==> config.mk <==
export PLATFORM = sky130hd
export DESIGN_NAME = mem_arbiter
export DESIGN_NICKNAME = d
export VERILOG_FILES = /design/src/rtl/mem_arbiter.sv
export SDC_FILE = /design/constraint.sdc
export NUM_CORES = 1
export LEC_CHECK = 0
export ABC_AREA = 1
export CELL_PAD_IN_SITES_DETAIL_PLACEMENT = 1
export CELL_PAD_IN_SITES_GLOBAL_PLACEMENT = 1
export CORE_MARGIN = 2
export CORE_UTILIZATION = 24
export CTS_BUF_LIST = sky130_fd_sc_hd__clkbuf_8
export DETAILED_ROUTE_END_ITERATION = 6
export GPL_TIMING_DRIVEN = 0
export PLACE_DENSITY = 0.88
export SYNTH_ARGS = -nofsm -noshare
export SYNTH_HDL_FRONTEND = slang
export SYNTH_SLANG_ARGS = --single-unit
==> constraint.sdc <==
create_clock -name clk -period 1.7 [get_ports clk]
set_input_delay 0.34 -clock clk [delete_from_list [all_inputs] [get_ports clk]]
set_output_delay 0.34 -clock clk [all_outputs]
set_load 0.02 [all_outputs]
==> src/rtl/mem_arbiter.sv <==
// Round-robin arbiter serialising four cores onto one asynchronous single-port RAM.
// Each transaction takes exactly three cycles: IDLE (grant), ACCESS (RAM pins), DONE (ack).
module mem_arbiter #(
  parameter int unsigned CORES = 4,
  parameter int unsigned SIZE  = 256,
  parameter int unsigned WORD  = 32,
  localparam int unsigned AW   = $clog2(SIZE)
) (
  input  logic                  clk,
  input  logic                  rst_n,
  input  logic [CORES-1:0]      req,
  input  logic [CORES-1:0]      we_in,
  input  logic [CORES*AW-1:0]   addr_in,
  input  logic [CORES*WORD-1:0] wdata_in,
  output logic [CORES-1:0]      ack,
  output logic [WORD-1:0]       rdata,
  output logic                  busy,
  output logic                  mem_we,
  output logic                  mem_re,
  output logic [AW-1:0]         mem_addr,
  output logic [WORD-1:0]       mem_wdata,
  input  logic [WORD-1:0]       mem_rdata
);

  localparam logic [1:0] IDLE   = 2'd0;
  localparam logic [1:0] ACCESS = 2'd1;
  localparam logic [1:0] DONE   = 2'd2;

  logic [1:0]       state_q, state_d;
  logic [1:0]       winner_q;
  logic [1:0]       last_grant_q;
  logic [CORES-1:0] ack_q;
  logic [WORD-1:0]  rdata_q;
  logic             mem_we_q, mem_re_q;
  logic [AW-1:0]    mem_addr_q;
  logic [WORD-1:0]  mem_wdata_q;

  logic             grant_valid;
  logic [1:0]       grant_idx;
  logic [1:0]       cand;

  // Search upward from last_grant+1; the 2-bit add wraps mod 4.
  always_comb begin
    grant_valid = 1'b0;
    grant_idx   = last_grant_q;
    cand        = '0;
    for (int k = 1; k <= 4; k++) begin
      cand = last_grant_q + 2'(k);
      if (!grant_valid && req[cand]) begin
        grant_valid = 1'b1;
        grant_idx   = cand;
      end
    end
  end

  always_comb begin
    state_d = state_q;
    unique case (state_q)
      IDLE:    if (grant_valid) state_d = ACCESS;
      ACCESS:  state_d = DONE;
      DONE:    state_d = IDLE;
      default: state_d = IDLE;
    endcase
  end

  always_ff @(posedge clk or negedge rst_n) begin
    if (!rst_n) begin
      state_q      <= IDLE;
      winner_q     <= '0;
      last_grant_q <= 2'd3;
      ack_q        <= '0;
      rdata_q      <= '0;
      mem_we_q     <= 1'b0;
      mem_re_q     <= 1'b0;
      mem_addr_q   <= '0;
      mem_wdata_q  <= '0;
    end else begin
      state_q <= state_d;
      ack_q   <= '0;
      unique case (state_q)
        IDLE: begin
          // RAM pins are loaded here so they are stable for the whole ACCESS cycle.
          if (grant_valid) begin
            winner_q    <= grant_idx;
            mem_we_q    <= we_in[grant_idx];
            mem_re_q    <= !we_in[grant_idx];
            mem_addr_q  <= addr_in[int'(grant_idx)*AW +: AW];
            mem_wdata_q <= wdata_in[int'(grant_idx)*WORD +: WORD];
          end
        end
        ACCESS: begin
          if (mem_re_q) rdata_q <= mem_rdata;
          ack_q       <= {{(CORES-1){1'b0}}, 1'b1} << winner_q;
          mem_we_q    <= 1'b0;
          mem_re_q    <= 1'b0;
          mem_addr_q  <= '0;
          mem_wdata_q <= '0;
        end
        DONE: begin
          last_grant_q <= winner_q;
        end
        default: ;
      endcase
    end
  end

  assign ack       = ack_q;
  assign rdata     = rdata_q;
  assign busy      = (state_q != IDLE);
  assign mem_we    = mem_we_q;
  assign mem_re    = mem_re_q;
  assign mem_addr  = mem_addr_q;
  assign mem_wdata = mem_wdata_q;

endmodule

==> impl_metrics.py, run 1 <==
metrics = {
    "cells_and_area": {
        "layout.cells.most_common_list": "nand2_1 (262), clkdlybuf4s50_1 (206), nand3_1 (113), dfrtp_1 (82), dlygate4sd2_1 (54)",
        "layout_commonest_cell": "nand2_1",
        "n_antenna_cell": 0,
        "final_nets": 1159,
        "share_of_post_route_cells_with_drive_strength_above_1_pct": 21.0,
        "area_growth_pct": 100,
        "layout.filler_cells": 2255,
        "core_util_final_pct": 48.6,
    },
    "cts": {
        "clock_latency_ps": 370,
        "htreeDepth": 3,
        "cts_made_buffers": 9,
        "cts-root-to-sink-buffers": 2,
        "clk_root_buffer_cell": "clkbuf_8",
        "clock_sink_count": 84,
        "clkTransAtPathRegs_ps": 100,
        "cts_tree": "built",
    },
    "critical_path": {
        "critical_path.max_stage_delay_ps": 600,
        "critical-path-slowest-cell": "dfstp_2",
        "critical_path.cell_chain": "buf_4 -> nand2_1 -> nand2_4 -> nand2_4 -> nand2_8 -> inv_4 -> nand3_4 -> nand3_4 -> nand2_8 -> buf_4 -> buf_4 -> buf_8 -> nand3_1 -> nand3_1 -> nand2_1",
        "setup.worst_path.end_class": "flop",
        "worstSetupStartpointType": "flop",
        "cp_data_arrival_time_ps": 2470,
        "worstPathRequired_ps": 1960,
        "critical_path.startpoint": "last_grant_q[0]",
        "crit_path_max_fanout": 5,
        "cp.buffers_inverters": 5,
        "r2r-start": "last_grant_q[0]",
        "path_delay_family": "simple AND/OR/NAND/NOR gates",
        "timing_worst_setup_path_type": "reg -> reg",
        "most_common_cell_on_crit_path": "buf_4",
    },
    "synthesis": {
        "synth_async_sr_flop_share_pct": 100,
        "syn-cell-area_mm2": 0.00469,
        "edff_count_synth": 0,
        "dominantRegCellSynth": "dfrtp_1",
        "synth_fp_nets": 817,
        "synth.ff_latch_count": 84,
        "synth.yosys.seq_area_share_pct": 44.9,
        "yosysWarnings": 0,
        "synth_area_per_cell_um2": 7.62,
        "synth.distinct_cells": 25,
        "gate_count_after_technology_mapping": 615,
    },
    "detailed_routing": {
        "routed.top_layer": "met4",
        "post_drt_wl_per_cell_um": 19.8,
        "postRouteAntennaNets": 0,
        "first_iter_violations": 127,
        "met3_wirelength_um": 1630,
        "drc": 0,
        "dr_wl_met2_um": 12500,
        "detail_route.wirelength.met1_um": 9630,
        "drt_pass1_iterations": 4,
        "detailroute.via_count": 5703,
        "drt-total-wl_um": 24200,
        "vias_per_cell": 4.65,
    },
    "hold_path": {
        "min_path_type": "in -> async",
    },
    "grt": {
        "antenna_violations_before_repair": 0,
        "globalRouteTotalUtil_pct": 21.7,
        "first_global_vias": 6012,
        "grt_first_pass_wirelength_um": 33600,
        "globalRouteOverflowTotal": 0,
        "pin_count_of_the_biggest_net_entering_global_routing": 58,
    },
    "sta": {
        "finalHoldViolations": 0,
        "setup_viol_count_final": 45,
        "layout_min_cycle_time_ps": 2210,
        "worst_setup_slack_final_ps": -509,
        "timing.fmax_mhz": 453,
        "worst_pin_slew_ps": 434,
        "slew_viol_final": 0,
        "max-slew-margin-rel_pct": 71.1,
        "fin_crit_sh_pct": 130,
        "grt_setup_unrepaired": "true",
        "clock-skew-final_ps": 13.3,
    },
    "power": {
        "power.density_mw_per_mm2": 2750,
        "netSwitchingPower_uw": 12300,
        "clockPowerShare_pct": 6.3,
        "post-layout-total-power_uw": 25900,
        "irDropWorstVdd_mv": 1.23,
        "part_of_the_power_in_registers_pct": 13.8,
        "p_comb_share_pct": 79.9,
        "p_sw_share_pct": 47.6,
        "internal_power_uw": 13600,
        "total_leakage_power_uw": 0.00455,
    },
    "placed_design": {
        "pre_cts_ws_ps": -819,
        "port_buffers": 280,
        "place_hpwl_um": 16300,
        "place.gp.congestion": 0.803,
    },
    "floorplanning": {
        "core_area_mm2": 0.0193,
        "fp.dieH_um": 144,
        "dieArea_mm2": 0.0207,
        "io_pins": 281,
        "initial_utilization_pct": 24.2,
        "die_x_um": 144,
        "core.rowCount": 51,
    },
    "outcome": {
        "outcome": "complete, but fails checks",
        "failed_checks": "setup timing",
    },
    "run": {
        "drv.max_cap_violation_count": 0,
    },
}
## logic make-up (layout without fill, tap and decap cells)
| family | count (synthesis) | count (layout) | share of synthesized area (%) |
|---|---|---|---|
| muxes | 32 | 32 | 7.69 |
| AOI/OAI and AO/OA | 9 | 9 | 0.987 |
| DFF | 84 | 84 | 44.9 |
| and+or+nand+nor | 437 | 440 | 39.6 |
| buffers and inverters | 53 | 397 | 6.89 |
## per-stage QoR
step	cell area (um2)	std cells	TNS, ps	hold slack (ps)
6_report	9390	1227	-20880	459
5_1_grt	9390	1227	-24790	464
4_1_cts	8790	1206	-18110	436
3_5_place_dp	7880	1161	-38730	312
3_3_place_gp	7850	1160	-278040	462
2_1_floorplan	4720	615	-3980	44.4
## path summary, 6_finish.rpt
kind                                   end  cells past startpoint  slack [ps]
setup / recovery             mem_wdata[14]                     15        -510
hold / removal                    rdata[5]                      2         460
setup reg to reg             mem_wdata[14]                     15        -510
hold reg to reg               mem_wdata[9]                      2         480
max in group asynchronous  last_grant_q[1]                      3         540
min in group clk              mem_wdata[9]                      2         480
## Yosys cell counts (2+ instances only)
cell type  instances  area share (%)
nand2_1          287              23
nand3_1          135              14
dfrtp_1           82              44
mux2_2            32             7.7
buf_2             12             1.3
buf_4             12             1.9
inv_1             12            0.96
buf_6              8             1.9
inv_2              5            0.40
nand2_2            4            0.53
nor3_1             4            0.43
o21ai_0            4            0.43
a21oi_1            3            0.32
buf_1              3            0.24
dfstp_2            2             1.1
## worst register-to-register path: cells and delay by family (launching register included)
family,cells,cell delay [ps]
flops,1,600
buf+inv,5,530
simple gates,10,960
## layer usage
metal	vias to the layer above	track usage [%]
met3	31	5.03
met4	0	6.55
met5	-	0
li1	2703	-
met2	231	40.5
met1	2738	24.4
## power groups by stage
| stage | clock network, uW | registers, uW | logic, uW |
|---|---|---|---|
| floorplan | 0 | 4590 | 7560 |
| global placement | 0 | 3560 | 13800 |
| detailed placement | 0 | 3630 | 14200 |
| CTS | 1690 | 3570 | 18000 |
| global route | 1760 | 3670 | 22300 |
| finish | 1630 | 3570 | 20700 |
## timing repair
action,in CTS,in global routing
hold buffers,1,0
resized for setup,157,76
setup buffers,19,11
hold endpoints to repair,27,0
pin swaps,12,24
setup endpoints to repair,129,91
cloned,9,11
## state kept, by name, indices dropped and copies added (netlist names)
name          count
mem_wdata        32
state_q           2
mem_we            1
mem_re            1
ack               4
mem_addr          8
rdata            32
winner_q          2
last_grant_q      2
## layout make-up
cell class                      instances  area (um2)  area share, %
Timing Repair Buffer                  328        3500           37.2
Clock buffer                            9         124           1.32
Clock inverter                          7        91.3          0.973
Timing Repair inverter                  1        11.3          0.120
Buffer                                 35         489           5.21
Sequential cell                        84        2100           22.4
Inverter                               17        86.3          0.919
Tap cell                              265         332           3.53
Multi-Input combinational cell        481        2660           28.3
(Power assumes the default switching activity.)
==> inputs of run 2 (changes only) <==
CAP_MARGIN = 10   (was not set)
CTS_CLUSTER_SIZE = 10   (was not set)
REMOVE_ABC_BUFFERS = 1   (was not set)
==> impl_metrics.py, run 2 (synthesized netlist as in run 1, its figures left out) <==
metrics = {
    "critical_path": {
        "timing_worst_setup_path_type": "reg -> reg",
        "setup.worst_path.end_class": "flop",
        "worstPathRequired_ps": 2000,
        "worstSetupStartpointType": "flop",
        "crit_path_max_fanout": 23,
        "cp_data_arrival_time_ps": 2680,
    },
    "sta": {
        "finalHoldViolations": 0,
        "fin_worst_hold_slack_ps": 457,
        "slew_viol_final": 0,
        "fin_crit_sh_pct": 140,
        "max-slew-margin-rel_pct": 63.7,
        "layout_min_cycle_time_ps": 2390,
        "setup_tns_ps": -29410,
        "timing.fmax_mhz": 419,
        "worst_setup_slack_final_ps": -685,
        "worst_pin_slew_ps": 544,
        "clock-skew-final_ps": 17.8,
        "setup_viol_count_final": 49,
        "grt_setup_unrepaired": "true",
    },
    "placed_design": {
        "pre_cts_ws_ps": -2040,
        "port_buffers": 280,
        "place_hpwl_um": 13400,
        "dpl-instance-area_mm2": 0.00762,
        "place.gp.congestion": 0.803,
    },
    "cts": {
        "cts-root-to-sink-buffers": 2,
        "cts_made_buffers": 9,
        "cts_tree": "built",
        "clk_root_buffer_cell": "clkbuf_8",
        "clock_sink_count": 84,
        "htreeDepth": 3,
        "clock_latency_ps": 400,
        "clkTransAtPathRegs_ps": 110,
    },
    "floorplanning": {
        "initial_utilization_pct": 24.2,
        "fp.dieH_um": 144,
        "die_x_um": 144,
        "io_pins": 281,
        "core.rowCount": 51,
        "core_area_mm2": 0.0193,
        "dieArea_mm2": 0.0207,
    },
    "detailed_routing": {
        "vias_per_cell": 4.97,
        "drt-total-wl_um": 30400,
        "detailroute.via_count": 6119,
        "first_iter_violations": 226,
        "postRouteAntennaNets": 0,
        "drt_pass1_iterations": 4,
        "post_drt_wl_per_cell_um": 24.7,
        "drc": 0,
    },
    "cells_and_area": {
        "share_of_post_route_cells_with_drive_strength_above_1_pct": 25.4,
        "layout_commonest_cell": "nand2_1",
        "n_antenna_cell": 0,
        "layout.cells.most_common_list": "nand2_1 (232), clkdlybuf4s50_1 (204), nand3_1 (106), dfrtp_1 (82), dlygate4sd2_1 (61)",
        "design_area_mm2": 0.00963,
        "area_growth_pct": 105,
        "final_nets": 1163,
    },
    "hold_path": {
        "min_path_type": "in -> async",
    },
    "outcome": {
        "failed_checks": "setup timing",
        "outcome": "complete, but fails checks",
    },
    "grt": {
        "pin_count_of_the_biggest_net_entering_global_routing": 48,
        "first_global_vias": 6409,
        "globalRouteOverflowTotal": 0,
        "globalRouteTotalUtil_pct": 28.2,
        "grt_first_pass_wirelength_um": 41400,
        "antenna_violations_before_repair": 0,
    },
    "run": {
        "drv.max_cap_violation_count": 0,
    },
}
==> run 2: final timing paths <==
kind / start / end / slack (ps) / cells after the start
max: last_grant_q[0] / mem_wdata[21] / -690 / 13
min: rst_n / rdata[30] / 460 / 2
max reg2reg: last_grant_q[0] / mem_wdata[21] / -690 / 13
min reg2reg: mem_wdata[11] / mem_wdata[11] / 480 / 2
max in group asynchronous: rst_n / last_grant_q[0] / 560 / 3
min in group clk: mem_wdata[11] / mem_wdata[11] / 480 / 2
==> run 2: stage by stage <==
| stage | cells | util (%) |
|---|---|---|
| final | 1231 | 49.8 |
| after global routing | 1231 | 49.8 |
| after CTS | 1220 | 47.7 |
| after detailed placement | 1126 | 39.4 |
| after global placement | 1124 | 39.1 |
| after floorplan | 579 | - |
==> run 2: timing repair <==
item | 4_1_cts | 5_1_grt
hold buffers | 1 | 0
endpoints found under the setup margin | 139 | 93
gates cloned | 36 | 3
hold endpoints to repair | 37 | 0
setup buffers | 41 | 8
resized for setup | 196 | 81
pin swaps | 36 | 35
==> run 2: worst max-delay path, cell delays in order (launching register included) <==
cell      delay (ps)
dfstp_4          700
inv_8             70
nand2_4           80
nand2_4           70
nand2_4           90
nand2_4           80
buf_6            130
nor2_4           150
nand3b_1         200
nand3_4          210
buf_4            210
inv_8            110
nand3_1          110
nand2_1           50
==> run 2: area by class of cell <==
cell class | count | area, um2
clock buffers | 9 | 124
fillers | 2222 | 9710
flip-flops and latches | 84 | 2110
clock inverters | 7 | 80.1
repair inverters | 5 | 53.8
inverters | 17 | 103
repair buffers | 335 | 3430
multi-input cells | 509 | 3400
well taps | 265 | 332
==> run 2: per-layer routing <==
metal	routed length (um)	GRT usage (%)	vias up
met4	923	10.3	0
li1	-	-	2765
met3	2260	7.36	60
met2	15200	49.5	316
met1	12000	32.9	2978
met5	0	0	-
Power of run 2 is left out: the tool's default activity adds up to more than one toggle a clock period on the data nets, which glitch-free logic cannot reach.
